$ cat src/rtl/decode_sb_if.sv
// Fetch->decode, decode->execute and writeback bundle for decode_sb.
// slave = decode stage side, master = the surrounding pipeline / bench side.
interface decode_sb_if #(
    parameter int XLEN = 64
);
    logic [31:0]     fetch_insn;
    logic [XLEN-1:0] fetch_pc;
    logic            fetch_insn_valid;
    logic            fetch_retry;

    logic            decode_retry;
    logic            decode_valid;
    logic [31:0]     decode_insn;
    logic [XLEN-1:0] decode_pc;
    logic [XLEN-1:0] decode_sign_ext;
    logic [XLEN-1:0] decode_src1;
    logic [XLEN-1:0] decode_src2;

    logic            dest_valid;
    logic            dest_long;
    logic [4:0]      dest_rd;
    logic [XLEN-1:0] dest;

    modport slave (
        input  fetch_insn, fetch_pc, fetch_insn_valid, decode_retry,
        input  dest_valid, dest_long, dest_rd, dest,
        output fetch_retry, decode_valid, decode_insn, decode_pc,
        output decode_sign_ext, decode_src1, decode_src2
    );

    modport master (
        output fetch_insn, fetch_pc, fetch_insn_valid, decode_retry,
        output dest_valid, dest_long, dest_rd, dest,
        input  fetch_retry, decode_valid, decode_insn, decode_pc,
        input  decode_sign_ext, decode_src1, decode_src2
    );
endinterface

$ cat src/rtl/decode_sb.sv
// Decode stage: register file, immediate extension, busy scoreboard and long-op limiter.
// Latency 1 cycle; fetch_retry on hazard or when execute stalls a valid output.
module decode_sb #(
    parameter int XLEN     = 64,
    parameter int MAX_LONG = 4,
    parameter int BYPASS   = 1
) (
    input  logic        clk,
    input  logic        reset,
    decode_sb_if.slave  bus
);
    localparam logic [6:0] OPC_LUI    = 7'b0110111;
    localparam logic [6:0] OPC_AUIPC  = 7'b0010111;
    localparam logic [6:0] OPC_JAL    = 7'b1101111;
    localparam logic [6:0] OPC_JALR   = 7'b1100111;
    localparam logic [6:0] OPC_BRANCH = 7'b1100011;
    localparam logic [6:0] OPC_LOAD   = 7'b0000011;
    localparam logic [6:0] OPC_STORE  = 7'b0100011;
    localparam logic [6:0] OPC_OPIMM  = 7'b0010011;
    localparam logic [6:0] OPC_OP     = 7'b0110011;
    localparam logic [6:0] OPC_OPIMMW = 7'b0011011;
    localparam logic [6:0] OPC_OPW    = 7'b0111011;

    logic [XLEN-1:0] regs_q [32];
    logic [XLEN-1:0] regs_d [32];
    logic [31:0]     busy_q, busy_d;
    logic [3:0]      long_cnt_q, long_cnt_d;

    logic            dv_q, dv_d;
    logic [31:0]     insn_q, insn_d;
    logic [XLEN-1:0] pc_q, pc_d;
    logic [XLEN-1:0] imm_q, imm_d;
    logic [XLEN-1:0] src1_q, src1_d;
    logic [XLEN-1:0] src2_q, src2_d;

    logic [31:0]     insn;
    logic [6:0]      opcode;
    logic [4:0]      rd, rs1, rs2;
    logic            writes_rd, uses_rs1, uses_rs2, is_long;
    logic [31:0]     imm32;
    logic [XLEN-1:0] imm_ext;
    logic            fwd1, fwd2, blk1, blk2, waw, long_hit, hazard;
    logic            wb_en, out_free, accept, inc, dec;
    logic [XLEN-1:0] op1, op2;

    // Instruction classification and immediate formation
    always_comb begin
        insn   = bus.fetch_insn;
        opcode = insn[6:0];
        rd     = insn[11:7];
        rs1    = insn[19:15];
        rs2    = insn[24:20];

        writes_rd = (opcode == OPC_LUI)   || (opcode == OPC_AUIPC) || (opcode == OPC_JAL)
                 || (opcode == OPC_JALR)  || (opcode == OPC_LOAD)  || (opcode == OPC_OPIMM)
                 || (opcode == OPC_OP)    || (opcode == OPC_OPIMMW) || (opcode == OPC_OPW);
        uses_rs1  = !((opcode == OPC_LUI) || (opcode == OPC_AUIPC) || (opcode == OPC_JAL));
        uses_rs2  = (opcode == OPC_BRANCH) || (opcode == OPC_STORE)
                 || (opcode == OPC_OP)     || (opcode == OPC_OPW);
        is_long   = (opcode == OPC_LOAD)
                 || (((opcode == OPC_OP) || (opcode == OPC_OPW)) && (insn[31:25] == 7'b0000001));

        case (opcode)
            OPC_LOAD, OPC_OPIMM, OPC_OPIMMW, OPC_JALR:
                imm32 = {{20{insn[31]}}, insn[31:20]};
            OPC_STORE:
                imm32 = {{20{insn[31]}}, insn[31:25], insn[11:7]};
            OPC_BRANCH:
                imm32 = {{19{insn[31]}}, insn[31], insn[7], insn[30:25], insn[11:8], 1'b0};
            OPC_LUI, OPC_AUIPC:
                imm32 = {insn[31:12], 12'b0};
            OPC_JAL:
                imm32 = {{11{insn[31]}}, insn[31], insn[19:12], insn[20], insn[30:21], 1'b0};
            default:
                imm32 = 32'b0;
        endcase
        imm_ext = XLEN'($signed(imm32));
    end

    // Hazards, operand read with optional writeback forwarding, handshake
    always_comb begin
        wb_en = bus.dest_valid && (bus.dest_rd != 5'd0);
        fwd1  = (BYPASS != 0) && bus.dest_valid && (bus.dest_rd == rs1);
        fwd2  = (BYPASS != 0) && bus.dest_valid && (bus.dest_rd == rs2);

        blk1     = uses_rs1 && (rs1 != 5'd0) && busy_q[rs1] && !fwd1;
        blk2     = uses_rs2 && (rs2 != 5'd0) && busy_q[rs2] && !fwd2;
        waw      = writes_rd && busy_q[rd] && !(bus.dest_valid && (bus.dest_rd == rd));
        long_hit = is_long && (long_cnt_q == 4'(MAX_LONG)) && !(bus.dest_valid && bus.dest_long);
        hazard   = blk1 || blk2 || waw || long_hit;

        out_free = !dv_q || !bus.decode_retry;
        accept   = bus.fetch_insn_valid && out_free && !hazard;

        if (rs1 == 5'd0)  op1 = '0;
        else if (fwd1)    op1 = bus.dest;
        else              op1 = regs_q[rs1];
        if (rs2 == 5'd0)  op2 = '0;
        else if (fwd2)    op2 = bus.dest;
        else              op2 = regs_q[rs2];
    end

    // Next state: output register, register file, scoreboard, long-op counter
    always_comb begin
        dv_d   = dv_q;
        insn_d = insn_q;
        pc_d   = pc_q;
        imm_d  = imm_q;
        src1_d = src1_q;
        src2_d = src2_q;
        if (accept) begin
            dv_d   = 1'b1;
            insn_d = insn;
            pc_d   = bus.fetch_pc;
            imm_d  = imm_ext;
            src1_d = op1;
            src2_d = op2;
        end else if (out_free) begin
            dv_d = 1'b0;
        end

        regs_d = regs_q;
        busy_d = busy_q;
        if (wb_en) begin
            regs_d[bus.dest_rd] = bus.dest;
            busy_d[bus.dest_rd] = 1'b0;
        end
        // Applied after the clear so a same-cycle issue to the same rd keeps it busy
        if (accept && writes_rd && (rd != 5'd0))
            busy_d[rd] = 1'b1;
        busy_d[0] = 1'b0;

        inc        = accept && is_long;
        dec        = bus.dest_valid && bus.dest_long;
        long_cnt_d = long_cnt_q;
        if (inc && !dec)
            long_cnt_d = long_cnt_q + 4'd1;
        else if (dec && !inc && (long_cnt_q != 4'd0))
            long_cnt_d = long_cnt_q - 4'd1;
    end

    always_ff @(posedge clk or negedge reset) begin
        if (!reset) begin
            for (int i = 0; i < 32; i++) regs_q[i] <= '0;
            busy_q     <= '0;
            long_cnt_q <= '0;
            dv_q       <= 1'b0;
            insn_q     <= '0;
            pc_q       <= '0;
            imm_q      <= '0;
            src1_q     <= '0;
            src2_q     <= '0;
        end else begin
            for (int i = 0; i < 32; i++) regs_q[i] <= regs_d[i];
            busy_q     <= busy_d;
            long_cnt_q <= long_cnt_d;
            dv_q       <= dv_d;
            insn_q     <= insn_d;
            pc_q       <= pc_d;
            imm_q      <= imm_d;
            src1_q     <= src1_d;
            src2_q     <= src2_d;
        end
    end

    assign bus.fetch_retry     = bus.fetch_insn_valid && !(out_free && !hazard);
    assign bus.decode_valid    = dv_q;
    assign bus.decode_insn     = insn_q;
    assign bus.decode_pc       = pc_q;
    assign bus.decode_sign_ext = imm_q;
    assign bus.decode_src1     = src1_q;
    assign bus.decode_src2     = src2_q;
endmodule

$ cat src/flat_wrapper.sv
// flat-port wrapper written by rule: the top's interface ports become plain ports
module decode_sb_flat 
#(
    parameter int XLEN     = 64,
    parameter int MAX_LONG = 4,
    parameter int BYPASS   = 1
)
  (clk, reset, bus_fetch_insn, bus_fetch_pc, bus_fetch_insn_valid, bus_decode_retry, bus_dest_valid, bus_dest_long, bus_dest_rd, bus_dest, bus_fetch_retry, bus_decode_valid, bus_decode_insn, bus_decode_pc, bus_decode_sign_ext, bus_decode_src1, bus_decode_src2);
  decode_sb_if #(.XLEN(XLEN)) bus_i ();
  input  logic clk;
  input  logic reset;
  input wire logic [$bits(bus_i.fetch_insn)-1:0] bus_fetch_insn;
  input wire logic [$bits(bus_i.fetch_pc)-1:0] bus_fetch_pc;
  input wire logic [$bits(bus_i.fetch_insn_valid)-1:0] bus_fetch_insn_valid;
  input wire logic [$bits(bus_i.decode_retry)-1:0] bus_decode_retry;
  input wire logic [$bits(bus_i.dest_valid)-1:0] bus_dest_valid;
  input wire logic [$bits(bus_i.dest_long)-1:0] bus_dest_long;
  input wire logic [$bits(bus_i.dest_rd)-1:0] bus_dest_rd;
  input wire logic [$bits(bus_i.dest)-1:0] bus_dest;
  output wire logic [$bits(bus_i.fetch_retry)-1:0] bus_fetch_retry;
  output wire logic [$bits(bus_i.decode_valid)-1:0] bus_decode_valid;
  output wire logic [$bits(bus_i.decode_insn)-1:0] bus_decode_insn;
  output wire logic [$bits(bus_i.decode_pc)-1:0] bus_decode_pc;
  output wire logic [$bits(bus_i.decode_sign_ext)-1:0] bus_decode_sign_ext;
  output wire logic [$bits(bus_i.decode_src1)-1:0] bus_decode_src1;
  output wire logic [$bits(bus_i.decode_src2)-1:0] bus_decode_src2;
  assign bus_i.fetch_insn = bus_fetch_insn;
  assign bus_i.fetch_pc = bus_fetch_pc;
  assign bus_i.fetch_insn_valid = bus_fetch_insn_valid;
  assign bus_i.decode_retry = bus_decode_retry;
  assign bus_i.dest_valid = bus_dest_valid;
  assign bus_i.dest_long = bus_dest_long;
  assign bus_i.dest_rd = bus_dest_rd;
  assign bus_i.dest = bus_dest;
  assign bus_fetch_retry = bus_i.fetch_retry;
  assign bus_decode_valid = bus_i.decode_valid;
  assign bus_decode_insn = bus_i.decode_insn;
  assign bus_decode_pc = bus_i.decode_pc;
  assign bus_decode_sign_ext = bus_i.decode_sign_ext;
  assign bus_decode_src1 = bus_i.decode_src1;
  assign bus_decode_src2 = bus_i.decode_src2;
  decode_sb #(.XLEN(XLEN), .MAX_LONG(MAX_LONG), .BYPASS(BYPASS)) u_core (.clk(clk), .reset(reset), .bus(bus_i));
endmodule
$ cat config.mk
export PLATFORM = sky130hd
export DESIGN_NAME = decode_sb_flat
export DESIGN_NICKNAME = d
export VERILOG_FILES = /design/src/rtl/decode_sb_if.sv /design/src/rtl/decode_sb.sv /design/src/flat_wrapper.sv
export SDC_FILE = /design/constraint.sdc
export NUM_CORES = 2
export LEC_CHECK = 0
export CAP_MARGIN = 20
export CORE_MARGIN = 10
export CORE_UTILIZATION = 56
export DETAILED_ROUTE_END_ITERATION = 6
export PLACE_DENSITY = 0.77
export SLEW_MARGIN = 20
export SYNTH_ARGS = -nofsm -noshare
export SYNTH_HDL_FRONTEND = slang
export SYNTH_SLANG_ARGS = --single-unit
export TNS_END_PERCENT = 1
$ cat constraint.sdc
create_clock -name clk -period 3 [get_ports clk]
set_input_delay 0.45 -clock clk [delete_from_list [all_inputs] [get_ports clk]]
set_output_delay 0.45 -clock clk [all_outputs]
set_load 0.02 [all_outputs]
==> impl_metrics.toml <==
[flow_run]
cap_viol_max_count = 0

[worst_setup_path]
critPathLaunchType = "flop"
path_class = "reg -> out"
crit_arrival_ps = 3100
end_kind = "output port"
required_ps = 2550
critPathMaxFanout = 6

[global_routing]
grt_remaining_overflow = 0
gr-usage-met3_pct = 7.897
grt_pass1_vias = 84580
track_usage_pct = 31.71
antenna_found_initial = 15
use_met1_pct = 43.26
grt_use_met2_pct = 48.75
grt_max_degree = 156
grt_pass1_wl_mm = 565.6
top_usage_layer = "met2"

[outcome]
status = "finished with violations"
violations = "setup timing"

[sta]
worst_pin_slew_ps = 1113
setup_tns_ps = -2101
finalCritPeriodShare_pct = 118.4
setup_viol = 27
finalHoldViolCount = 0
rsz0062_at_grt = "true"
max_freq_ghz = 0.2816
slew_violations = 0
fin_crit_ps = 3552
setup_slack_ps = -551.6
fin_skew_ps = 24.43
maxSlewHeadroom_pct = 25.58

[power]
p_leak_uw = 0.06116
ir_worst_vdd_mv = 0.5690
powerDensity_nw_per_um2 = 686.4

[place]
dp_hpwl_mm = 234.3
dp_slack_ps = -1555
gp_congestion = 0.8749
dp.cells = 11137
io_buffers = 460

[drt]
via_count = 80761
ant_nets = 0
avgRoutedWirePerCell_um = 32.68
drc_errors = 0
first_iter_violations = 8903
wl_mm = 379.4
viasPerCell = 6.957
dr.pass1.iters = 6

[floorplan]
initial_utilization_pct = 56.44
fp.dieArea_um2 = 236000
die_h_um = 485.8
core_area_um2 = 215300
die_x_um = 485.8
ioPinCount = 461
rows = 170

[cts]
cts_sinks = 2340
clk_latency_ps = 890
h-tree-depth = 4
cts_tree = "done"
cts.clk_slew.worst_paths_ps = 60
root_buffer = "clkbuf_16"
cts_buffer_depth = 3
numCtsBuffers = 237

[finish]
fill_cells = 14747
area_growth_pct = 16.74
nets = 8726
fin_util_pct = 65.89
drive_above_1_share_pct = 49.91
instances_no_fill = 11609

[yosys]
async_flop_share_pct = 100.0
syn_area_um2 = 121500
synth_cells = 8146
synth_seq_area_share_pct = 48.20
synth_cell_types = 64
synth_edf_count = 0
avgSynthCellArea_um2 = 14.91
ys_warn_count = 0
synthesis.nets = 8320
synth-seq-cells = 2340
ys.flop_type = "dfrtp_1"

[worst_hold_path]
hp-class = "in -> async"
power by group:
| group | leakage, uW | switching [uW] | internal, uW |
|---|---|---|---|
| Clock | 0.00412 | 13300 | 18500 |
| Sequential | 0.0300 | 4720 | 37900 |
| Combinational | 0.0271 | 9660 | 13300 |
| Total | 0.0612 | 27700 | 69700 |
registers in the layout, summed over array words and instances (netlist names):
| register | cells |
|---|---|
| u_core.bus.decode_src1 | 64 |
| u_core.regs_q | 2048 |
| u_core.busy_q | 31 |
| u_core.bus.decode_sign_ext | 32 |
| u_core.bus.decode_pc | 64 |
| u_core.long_cnt_q | 4 |
| u_core.bus.decode_insn | 32 |
| u_core.bus.decode_src2 | 64 |
| u_core.bus.decode_valid | 1 |
worst paths after layout:
check                           cells past startpoint  slack [ps]                          to                start
max in group asynchronous                           3        1550          u_core.regs_q[990]                reset
worst min-delay path                                2          90    u_core.bus.decode_pc[34]                reset
worst max-delay path                                8        -550             bus_fetch_retry     u_core.busy_q[7]
min in group clk                                    3         170  u_core.bus.decode_src2[12]         bus_dest[12]
worst max register to register                     15        -250        u_core.long_cnt_q[3]    u_core.busy_q[25]
worst min register to register                      0         400         u_core.regs_q[2005]  u_core.regs_q[2005]
timing repair:
action	4_1_cts	5_1_grt
hold endpoints to repair	351	0
hold buffers	2	0
buffers inserted	12	0
gates resized for setup	17	27
pin swaps	6	1
endpoints found under the setup margin	261	141
kinds of logic (layout without fill, tap and decap cells):
family	Yosys count	after routing	synth area share, %
and+or+nand+nor	640	640	2.299
DFF	2340	2340	48.20
other	0	8	0
buffers and inverters	968	1585	3.370
xor gates and xnor gates	17	17	0.1226
muxes	3513	3513	42.77
AOI/OAI and AO/OA	665	665	3.201
adders and majority gates	3	3	0.03707
critical path, cell delays in order (launching register included):
cell,delay [ps]
dfrtp_1,370
mux2i_1,80
mux4_2,500
mux4_2,510
nor4_2,140
a31o_2,180
buf_6,130
o21a_1,180
buf_6,130
per-stage QoR:
stage          instance area (um^2)  power [uW]  hold slack [ps]
2_1_floorplan                121500       56720            154.4
3_3_place_gp                 133200       64350            356.0
3_5_place_dp                 133200       65690            382.2
4_1_cts                      141800       97350            79.97
5_1_grt                      141800      100900            105.2
6_report                     141800       97360            89.67
routing by layer:
layer / vias to the layer above / share of wire [%]
li1: 31864 / -
met1: 43190 / 39
met2: 4680 / 46
met3: 1019 / 10
met4: 8 / 4.7
met5: - / 0.014
Yosys cell counts (all sizes together), types with 10 or more instances:
| master | n | area, um^2 |
|---|---|---|
| o21ai | 248 | 1241 |
| nor4 | 10 | 75.07 |
| o2111ai | 24 | 210.2 |
| a31oi | 24 | 150.1 |
| o31ai | 27 | 202.7 |
| o22ai | 13 | 81.33 |
| inv | 20 | 75.07 |
| mux4 | 1135 | 25560 |
| buf | 240 | 1361 |
| dfrtp | 2340 | 58560 |
| a21oi | 215 | 1076 |
| nand4 | 31 | 193.9 |
| nor2 | 127 | 476.7 |
| a211oi | 47 | 352.8 |
| a221oi | 33 | 289.0 |
| nand3 | 12 | 60.06 |
| nand2 | 361 | 1355 |
| nor3 | 14 | 75.07 |
| nor2b | 21 | 131.4 |
| clkbuf | 707 | 2654 |
| and2 | 25 | 156.4 |
| mux2 | 2080 | 23420 |
| mux2i | 298 | 2983 |
layout make-up:
type	instances	area, um^2	area share (%)
inverters	21	91.34	0.06440
repair buffers	1114	11980	8.450
flip-flops and latches	2340	58560	41.29
diodes	8	20.02	0.01412
well taps	2838	3551	2.504
clock inverters	117	1430	1.008
clock buffers	333	6945	4.897
multi-input cells	4838	59250	41.78
layout by cell type (no fill, tap or decap), types with 61 or more instances in the layout:
master	instances
a21oi_1	215
buf_12	194
buf_4	453
clkbuf_16	240
clkbuf_8	61
clkdlybuf4s50_1	436
dfrtp_1	2340
mux2_2	2074
mux2i_1	298
mux4_2	1135
nand2_1	349
nor2_1	111
o21ai_0	199
Note: power is estimated with default switching activity, not from simulation.
